<file path="src/rtl/rvc_asap_muldiv.sv">
// Iterative RV M-extension multiply/divide unit: radix-2 shift-add multiply and
// restoring divide on operand magnitudes, one bit per cycle, one op in flight.
module rvc_asap_muldiv #(
  parameter  int XLEN  = 32,
  localparam int CNT_W = $clog2(XLEN) + 1
) (
  input  logic            clk_i,
  input  logic            rst_ni,
  input  logic            req_valid_i,
  output logic            req_ready_o,
  input  logic [2:0]      req_op_i,
  input  logic [XLEN-1:0] req_rs1_i,
  input  logic [XLEN-1:0] req_rs2_i,
  input  logic [4:0]      req_rd_i,
  input  logic            kill_i,
  output logic            rsp_valid_o,
  input  logic            rsp_ready_i,
  output logic [XLEN-1:0] rsp_result_o,
  output logic [4:0]      rsp_rd_o,
  output logic            busy_o
);

  typedef enum logic [1:0] {IDLE, MUL, DIV, DONE} state_e;

  localparam logic [XLEN-1:0]  MIN_INT = {1'b1, {(XLEN-1){1'b0}}};
  localparam logic [CNT_W-1:0] LAST    = CNT_W'(XLEN - 1);

  state_e            state_q;
  logic [CNT_W-1:0]  cnt_q;
  logic [2*XLEN-1:0] acc_q, mcand_q;
  logic [XLEN-1:0]   b_q;
  logic [2:0]        op_q;
  logic [4:0]        tag_q;
  logic              neg_q, rem_neg_q;
  logic              req_ready_q, rsp_valid_q, busy_q;
  logic [XLEN-1:0]   result_q;
  logic [4:0]        rd_q;

  logic              sign_a, sign_b, special;
  logic [XLEN-1:0]   mag_a, mag_b, special_res;
  logic [2*XLEN-1:0] mul_sum, prod_s, div_nx;
  logic [XLEN:0]     trial;
  logic [XLEN-1:0]   quo, rem, mul_res, div_res;

  // Accept-time decode: operand signs, magnitudes and the no-iteration divide cases.
  always_comb begin
    sign_a = 1'b0;
    sign_b = 1'b0;
    if (req_op_i[2]) begin
      sign_a = ~req_op_i[0] & req_rs1_i[XLEN-1];
      sign_b = ~req_op_i[0] & req_rs2_i[XLEN-1];
    end else begin
      sign_a = (req_op_i[1:0] == 2'b01 || req_op_i[1:0] == 2'b10) & req_rs1_i[XLEN-1];
      sign_b = (req_op_i[1:0] == 2'b01) & req_rs2_i[XLEN-1];
    end
    mag_a = sign_a ? -req_rs1_i : req_rs1_i;
    mag_b = sign_b ? -req_rs2_i : req_rs2_i;
    special_res = '0;
    special = 1'b0;
    if (req_op_i[2] && req_rs2_i == '0) begin
      special = 1'b1;
      special_res = req_op_i[1] ? req_rs1_i : '1;
    end else if (req_op_i[2] && !req_op_i[0] && req_rs1_i == MIN_INT && req_rs2_i == '1) begin
      special = 1'b1;
      special_res = req_op_i[1] ? '0 : req_rs1_i;
    end
  end

  // One iteration of each datapath, plus the sign-corrected result used on the last one.
  always_comb begin
    mul_sum = acc_q + (b_q[0] ? mcand_q : '0);
    trial   = acc_q[2*XLEN-1:XLEN-1] - {1'b0, b_q};
    div_nx  = trial[XLEN] ? {acc_q[2*XLEN-2:0], 1'b0}
                          : {trial[XLEN-1:0], acc_q[XLEN-2:0], 1'b1};
    prod_s  = neg_q ? -mul_sum : mul_sum;
    mul_res = (op_q[1:0] == 2'b00) ? prod_s[XLEN-1:0] : prod_s[2*XLEN-1:XLEN];
    quo     = div_nx[XLEN-1:0];
    rem     = div_nx[2*XLEN-1:XLEN];
    div_res = op_q[1] ? (rem_neg_q ? -rem : rem) : (neg_q ? -quo : quo);
  end

  always_ff @(posedge clk_i or negedge rst_ni) begin
    if (!rst_ni) begin
      state_q     <= IDLE;
      cnt_q       <= '0;
      acc_q       <= '0;
      mcand_q     <= '0;
      b_q         <= '0;
      op_q        <= '0;
      tag_q       <= '0;
      neg_q       <= 1'b0;
      rem_neg_q   <= 1'b0;
      req_ready_q <= 1'b1;
      rsp_valid_q <= 1'b0;
      busy_q      <= 1'b0;
      result_q    <= '0;
      rd_q        <= '0;
    end else if (kill_i && state_q != IDLE) begin
      state_q     <= IDLE;
      cnt_q       <= '0;
      req_ready_q <= 1'b1;
      rsp_valid_q <= 1'b0;
      busy_q      <= 1'b0;
    end else begin
      case (state_q)
        IDLE: begin
          if (req_valid_i && req_ready_q && !kill_i) begin
            op_q        <= req_op_i;
            tag_q       <= req_rd_i;
            neg_q       <= sign_a ^ sign_b;
            rem_neg_q   <= sign_a;
            b_q         <= mag_b;
            cnt_q       <= '0;
            req_ready_q <= 1'b0;
            busy_q      <= 1'b1;
            if (special) begin
              result_q    <= special_res;
              rd_q        <= req_rd_i;
              rsp_valid_q <= 1'b1;
              state_q     <= DONE;
            end else if (req_op_i[2]) begin
              acc_q   <= {{XLEN{1'b0}}, mag_a};
              state_q <= DIV;
            end else begin
              acc_q   <= '0;
              mcand_q <= {{XLEN{1'b0}}, mag_a};
              state_q <= MUL;
            end
          end
        end
        MUL: begin
          acc_q   <= mul_sum;
          mcand_q <= mcand_q << 1;
          b_q     <= b_q >> 1;
          cnt_q   <= cnt_q + CNT_W'(1);
          if (cnt_q == LAST) begin
            result_q    <= mul_res;
            rd_q        <= tag_q;
            rsp_valid_q <= 1'b1;
            state_q     <= DONE;
          end
        end
        DIV: begin
          acc_q <= div_nx;
          cnt_q <= cnt_q + CNT_W'(1);
          if (cnt_q == LAST) begin
            result_q    <= div_res;
            rd_q        <= tag_q;
            rsp_valid_q <= 1'b1;
            state_q     <= DONE;
          end
        end
        DONE: begin
          if (rsp_ready_i) begin
            rsp_valid_q <= 1'b0;
            req_ready_q <= 1'b1;
            busy_q      <= 1'b0;
            state_q     <= IDLE;
          end
        end
        default: state_q <= IDLE;
      endcase
    end
  end

  assign req_ready_o  = req_ready_q;
  assign rsp_valid_o  = rsp_valid_q;
  assign rsp_result_o = result_q;
  assign rsp_rd_o     = rd_q;
  assign busy_o       = busy_q;

endmodule
</file>
<file path="config.mk">
export PLATFORM = sky130hd
export DESIGN_NAME = rvc_asap_muldiv
export DESIGN_NICKNAME = d
export VERILOG_FILES = /design/src/rtl/rvc_asap_muldiv.sv
export SDC_FILE = /design/constraint.sdc
export NUM_CORES = 1
export LEC_CHECK = 0
export ABC_AREA = 1
export BUFFER_PORTS_ARGS = -buffer_cell sky130_fd_sc_hd__buf_4
export CAP_MARGIN = 20
export CORE_MARGIN = 2
export CORE_UTILIZATION = 31
export CTS_CLUSTER_DIAMETER = 120
export DETAILED_ROUTE_END_ITERATION = 7
export SYNTH_ARGS = -nofsm -noshare
export SYNTH_HDL_FRONTEND = slang
export SYNTH_SLANG_ARGS = --single-unit
</file>
<file path="constraint.sdc">
create_clock -name clk_i -period 4.35 [get_ports clk_i]
set_clock_uncertainty 0.05 [all_clocks]
set_input_delay 0.2175 -clock clk_i [delete_from_list [all_inputs] [get_ports clk_i]]
set_output_delay 0.2175 -clock clk_i [all_outputs]
set_load 0.1 [all_outputs]
</file>
## Word level (Yosys, flattened, before mapping)

Index checks and enable logic that the tools add are counted.

| cells by class | value |
|---|---|
| add/sub/neg operators | 8 |
| eq/ne operators | 19 |
| mux-type cells | 59 |
| bitwise operators | 7 |
| reduce and logical (&&, ||, !) cells | 30 |

Operator list:

| operator | count |
|---|---|
| $mux W32 | 16 |
| $mux W64 | 8 |
| $pmux W64 S3 | 1 |
| $neg A32 Y32 | 4 |
| $pmux W64 S2 | 1 |
| $pmux W32 S3 | 1 |
| $add A64 B64 Y64 | 1 |
| $eq A32 B32 Y1 const B | 2 |
| $neg A64 Y64 | 1 |
| $pmux W32 S2 | 1 |
| $sub A33 B32 Y33 | 1 |
| $logic_not A32 Y1 | 1 |
| $mux W5 | 3 |
| $mux W1 | 14 |
| $mux W2 | 6 |
| $mux W6 | 2 |
| $ne A2 B2 Y1 const B | 6 |
| $pmux W6 S2 | 1 |
| $reduce_and A3 Y1 | 4 |
| $pmux W5 S2 | 1 |
| $reduce_and A5 Y1 | 2 |
| $ne A3 B3 Y1 const B | 3 |
| $reduce_bool A3 Y1 | 3 |
| $reduce_and A4 Y1 | 2 |
| 20 further kinds | 38 |

| word-level totals | value |
|---|---|
| flip-flop bits (word level) | 217 |
| input bits | 77 |
| output and inout bits | 40 |
| logic and storage cells | 137 |

## Longest topological paths before layout

| depth | value |
|---|---|
| depth after elaboration | 10 |
| gate-level depth with buffers | 36 |
| mapped depth without buffers | 34 |

## Worst setup path after synthesis

Ideal clock, no wire load.

| path | value |
|---|---|
| path kind | register to register |
| start point | reg acc_q[31] |
| end point | reg result_q[24] (netlist: rsp_result_o[24]) |
| library setup time | 120 ps |
| arrival | 4166 ps |
| data required time | 4180 ps |
| slack | 14 ps |
| cell stages (with the launch flop) | 34 |
| buffers on the path | 2 |
| period minus slack after synthesis | 4336 ps |
| cells stage by stage | dfrtp_1 inv_1 ha_1 inv_1 fa_1 nand3_1 nand3_2 nand2_1 nand2_2 nand2_2 nand2_4 nand2_4 nand3_2 nand2_4 buf_6 buf_4 ha_1 inv_1 nor3_1 nand3_1 nor2_1 nand2_1 nor3_1 nand3_1 nor2_1 nand2_1 o21ai_2 nand2_1 a21oi_1 a21oi_1 nand2_1 nand3_1 nand2_1 nand2_1 |

| on the way | value |
|---|---|
| word-level cells in the longest chain between the ends | 7 |
| elaborated cells between the ends (all ways) | 14 |
| classes of those cells | add/sub: 5; mux: 9 |

Ends and longest elaborated chain:

| what | RTL line | RTL |
|---|---|---|
| start, declared | 30 | `logic [2*XLEN-1:0] acc_q, mcand_q;` |
| start signal, assigned | 122 | `acc_q <= {{XLEN{1'b0}}, mag_a};` |
| start signal, assigned | 132 | `acc_q <= mul_sum;` |
| start signal, assigned | 144 | `acc_q <= div_nx;` |
| branches (longest 6 deep; another with $add A64 B64 Y64) | -- |  |
| $pmux W32 S3 (*) | 105 | `case (state_q)` |
| end signal, assigned | 117 | `result_q <= special_res;` |
| end signal, assigned | 137 | `result_q <= mul_res;` |
| end signal, assigned | 147 | `result_q <= div_res;` |
| end, declared | 36 | `logic [XLEN-1:0] result_q;` |

Every way passes the cells marked *. The select of a mux whose other input is x is not followed.
A chain may end at the register's enable or synchronous reset.

## Worst setup path in the final report

| path | value |
|---|---|
| start point | reg b_q[0] |
| end point | reg result_q[15] (netlist: rsp_result_o[15]) |

| on the way | value |
|---|---|
| word-level cells in the longest chain between the ends | 7 |
| elaborated cells between the ends (all ways) | 15 |
| classes of those cells | add/sub: 5; mux: 10 |

Ends and longest elaborated chain:

| what | RTL line | RTL |
|---|---|---|
| start, declared | 31 | `logic [XLEN-1:0] b_q;` |
| start signal, assigned | 112 | `b_q <= mag_b;` |
| start signal, assigned | 134 | `b_q <= b_q >> 1;` |
| $mux W64 / $sub A33 B32 Y33 (equally long branches) | 71, 72 |  |
| $add A64 B64 Y64 / $mux W64 (equally long branches) | 71, 73 |  |
| $neg A64 Y64 / $neg A32 Y32 (equally long branches) | 75, 79 |  |
| $mux W64 / $mux W32 (equally long branches) | 75, 79 |  |
| $mux W32, on equally long branches | 76, 79 |  |
| $mux W32, on equally long branches | 136, 146 |  |
| $pmux W32 S3 (*) | 105 |  |

Every way passes the cells marked *; elsewhere a longest branch is shown, timed or not. The select of a mux whose other input is x is not followed.

==> metrics.md <==
| Metric | Value |
|---|---|
| Clock tree from TritonCTS | built |
| Power per cell area | 687.2 nW/µm² |
| Maximum vdd ir drop | ~0.95 mV |
| Final worst path period need | between 4 and 5 ns |
| Area of the die | 87,600 µm² |
| Antenna violations before repair | 5 |
| Outcome | complete, no violations |
| Number of distinct library cells after synthesis | 59 |
| Starting density of the core | 0.3113 |
| Final design area excluding fillers | about 32,000 µm² |
| Top Family by Delay on Critical Path | simple AND/OR/NAND/NOR gates |
| Internal power contribution | ~0.0092 W |
| Remaining antenna violation count | 0 |
| Post-layout util | 0.3778 |
| Async SR Flop Fraction | 1.000 |
| Synthesized-area fraction occupied by xor and xnor cells | 0.03310 |
| Crit end category | flip-flop |
| Top library cells by usage in the layout, fill and taps aside | sky130_fd_sc_hd__nand2_1 (1,631), sky130_fd_sc_hd__inv_1 (699), sky130_fd_sc_hd__buf_4 (389) |
| Final cycle utilization of the critical path | 0.9641 |
| Worst setup path class | flip-flop to flip-flop |
| Final number of max-transition violations | 0 |
| Total GRT Usage | 0.2678 |
| Power share of the combinational group | 0.734 |
| I/O pin cnt | between 100 and 150 |
| Insertion delay to the later sink of the worst-skew pair | 0.63 ns |
| Post-synthesis cell count | roughly 4,700 |
| Avg Cell Area, Syn | 5.614 µm² |
| Combinational family with the most area after synthesis | simple AND/OR/NAND/NOR gates |
| Sw Share | 0.5847 |
| Mean routed wirelength per cell | around 19 µm |
| Slew at the pin closest to its max-slew limit | between 0.9 and 1 ns |
| Drt pass-1 iters | 6 |
| Unrepaired setup endpoints after global routing | true |
| Area fraction in compound gates after synthesis | 0.1582 |
| CP dominant cell by count | sky130_fd_sc_hd__nand2_1 |
| Post-place instance area | about 30,000 µm² |
| Register-to-register path setup slack | 0.16 ns |
| Dominant cells by area after synthesis | sky130_fd_sc_hd__nand2_1 (24%), sky130_fd_sc_hd__dfrtp_1 (20%), sky130_fd_sc_hd__inv_1 (10%), sky130_fd_sc_hd__nand3_1 (7.3%), sky130_fd_sc_hd__nor2_1 (5.8%) |
| Smallest hold slack | 0.01088 ns |
| Slowest library cell on the worst path | sky130_fd_sc_hd__dfrtp_2 |
| Simple-Gate Fraction of Synth Area | 0.4237 |
| Share of cell area taken by muxes after synthesis | 0 |
| Net count, final | 5,214 |
| P_leak | 17.49 nW |
| Number of levels in the clock H-tree | 1 |
| First-pass GRT wire length | approximately 180,000 µm |
| Crit Path Max Fanout | 32 |
| Critical Path RT | roughly 4.8 ns |
| Final setup fails | 0 |
| Maximum number of pins on one net before global-route repair | 103 |
| Total net switching power | around 0.013 W |
| Sequential element share of the synthesized area | 0.2055 |
| Number of cells in the design after placement | 6,096 |
| Mapped Nets | 4,895 |
| Startpoint Class | flip-flop |
| Primary FF master, synth | sky130_fd_sc_hd__dfrtp_1 |
| Non-Filler Instances | 6,191 |
| Drt first-iter violations | 3,539 |
| Post-synthesis cell area | 26,430 µm² |
| Top-area cell type share of the netlist area | 0.2361 |
| CTS Sinks | 217 |
| Overflow after GRT | 0 |
| Clock transition at the registers of the reported paths | 0.06 ns |
| CP peak stage delay | 0.45 ns |
| Fraction of final layout cells with drive strength greater than 1 | 0.1304 |
| Maximum capacitance violations | 0 |
| Relative contribution of sequential cells to total power | 0.156 |
| Cts bufs inserted | 29 |
| Clock buffer depth | 3 |
| CTS root buffer | sky130_fd_sc_hd__clkbuf_16 |
| Maximum clock rate | 0.2384 GHz |
| Critical path buffer and inverter count | 5 |
| Via Count | 32,330 |
| Final HPWL DP | 97,480 µm |
| Final Hold Viols | 0 |
| Most common cell after layout, fill and taps aside | sky130_fd_sc_hd__nand2_1 |
| Total wirelength of the detailed-routed design | 120,300 µm |
| Slew Limit Headroom | 0.3783 |
| Classification of the worst-slack hold path | input pin to flip-flop |
| Total power of the final layout | 0.02204 W |
| RePlAce Congestion | between 1 and 1.5 |
| Die extent in y | 296.0 µm |
| Power share of the clock group | 0.110 |
| Vias in the first global route | 29,670 |
| N_diodes | 0 |
| Arrival time of data at the critical path endpoint | 4.63 ns |
| Number of core rows | ~110 |
| Yosys warning count | 0 |
| Routed via count divided by cell count | approximately 5.2 |
| Library cell occupying the most area in the post-synthesis netlist | sky130_fd_sc_hd__nand2_1 |
| Placeable core region | 84,880 µm² |
| Adder-cell share of the synthesized area | 0.05313 |
| Post-synth EDFFs | 0 |
| Post-route DRC violation count | 0 |
| Layout-stage area growth over the synthesis result | 21.36% |
| Die W | 296.0 µm |
| Total of flip-flops plus latches after synthesis | 217 |
| Number of buffers added on ports | 116 |
## routing by layer
metal	global-route usage	wire, µm
met1	0.3720	52190
met2	0.4066	50730
met3	0.05336	12200
met4	0.1024	5166
met5	0	63
## worst reg2reg max path, delay by kind of cell, from the launching register on
kind                     cells  cell delay [ns]
adder cells (fa/ha/maj)      2             0.60
flip-flops                   1             0.45
buffers and inverters        5             0.54
AND/OR/NAND/NOR             23             2.43
## registers in the layout, indices dropped and copies added, names as in the netlist
name and cells:
rem_neg_q 1, req_ready_o 1, acc_q 64, cnt_q 6, tag_q 5, rsp_result_o 32
state_q 2, busy_o 1, rsp_rd_o 5, op_q 2, mcand_q 64, rsp_valid_o 1
b_q 32, neg_q 1
## cells by family after synthesis
kind of cell / count (synthesis)
XOR/XNOR: 99
buffers and inverters: 871
adder cells (fa/ha/maj): 111
flip-flops: 217
AND/OR/NAND/NOR: 2676
AO/OA/AOI/OAI: 733
## through the flow
step           worst slack, ns   TNS, ns
2_1_floorplan          0.01405         0
3_3_place_gp          -0.06606  -0.06606
3_5_place_dp          -0.01650  -0.02268
4_1_cts                0.01452         0
5_1_grt                -0.1219   -0.4783
6_report                0.1561         0
## power by group through the flow
stage                     sequential, W  clock (W)  combinational (W)
after floorplan                 0.00402          0            0.00879
after global placement          0.00340          0             0.0153
after detailed placement        0.00339          0             0.0154
after CTS                       0.00336    0.00247             0.0155
after global routing            0.00346    0.00254             0.0175
final                           0.00343    0.00243             0.0162
## repair_timing
action                                  4_1_cts  5_1_grt
setup buffers                                 0        4
endpoints found under the setup margin        6       32
hold buffers                                 39        0
hold endpoints to repair                    143        0
pin swaps                                     2       12
gates resized for setup                       4       99
## cell usage after synthesis, types with 18 or more instances
| cell type | n |
|---|---|
| sky130_fd_sc_hd__nor2_1 | 406 |
| sky130_fd_sc_hd__clkbuf_1 | 108 |
| sky130_fd_sc_hd__xnor2_1 | 32 |
| sky130_fd_sc_hd__xor2_1 | 66 |
| sky130_fd_sc_hd__inv_1 | 704 |
| sky130_fd_sc_hd__nand2_2 | 37 |
| sky130_fd_sc_hd__nor2_2 | 18 |
| sky130_fd_sc_hd__nand2_1 | 1662 |
| sky130_fd_sc_hd__o22ai_1 | 58 |
| sky130_fd_sc_hd__nor3_1 | 59 |
| sky130_fd_sc_hd__a22oi_1 | 29 |
| sky130_fd_sc_hd__nand3b_1 | 19 |
| sky130_fd_sc_hd__dfrtp_1 | 216 |
| sky130_fd_sc_hd__o21ai_0 | 298 |
| sky130_fd_sc_hd__nand3_1 | 383 |
| sky130_fd_sc_hd__ha_1 | 109 |
| sky130_fd_sc_hd__o211ai_1 | 18 |
| sky130_fd_sc_hd__a31oi_1 | 39 |
| sky130_fd_sc_hd__o31ai_1 | 19 |
| sky130_fd_sc_hd__buf_1 | 28 |
| sky130_fd_sc_hd__a21oi_1 | 201 |
| sky130_fd_sc_hd__nand4_1 | 42 |
## path summary, 6_finish.rpt
path,from,end,cells past startpoint
max in group asynchronous,rst_ni,mcand_q[10],3
worst min register to register,tag_q[4],tag_q[4],2
min in group asynchronous,rst_ni,b_q[23],2
worst max register to register,b_q[0],rsp_result_o[15],30
worst min-delay path,req_rs1_i[19],rsp_result_o[19],5
worst max-delay path,b_q[0],rsp_result_o[15],30
## cell type report
class	count	area, µm²
Timing Repair Buffer	440	3528
Inverter	719	2701
Multi-Input combinational cell	3619	18040
Clock buffer	42	834.6
Fill cell	9433	52810
Tap cell	1144	1431
Clock inverter	10	97.59
Sequential cell	217	5434
(Power assumes the default switching activity.)
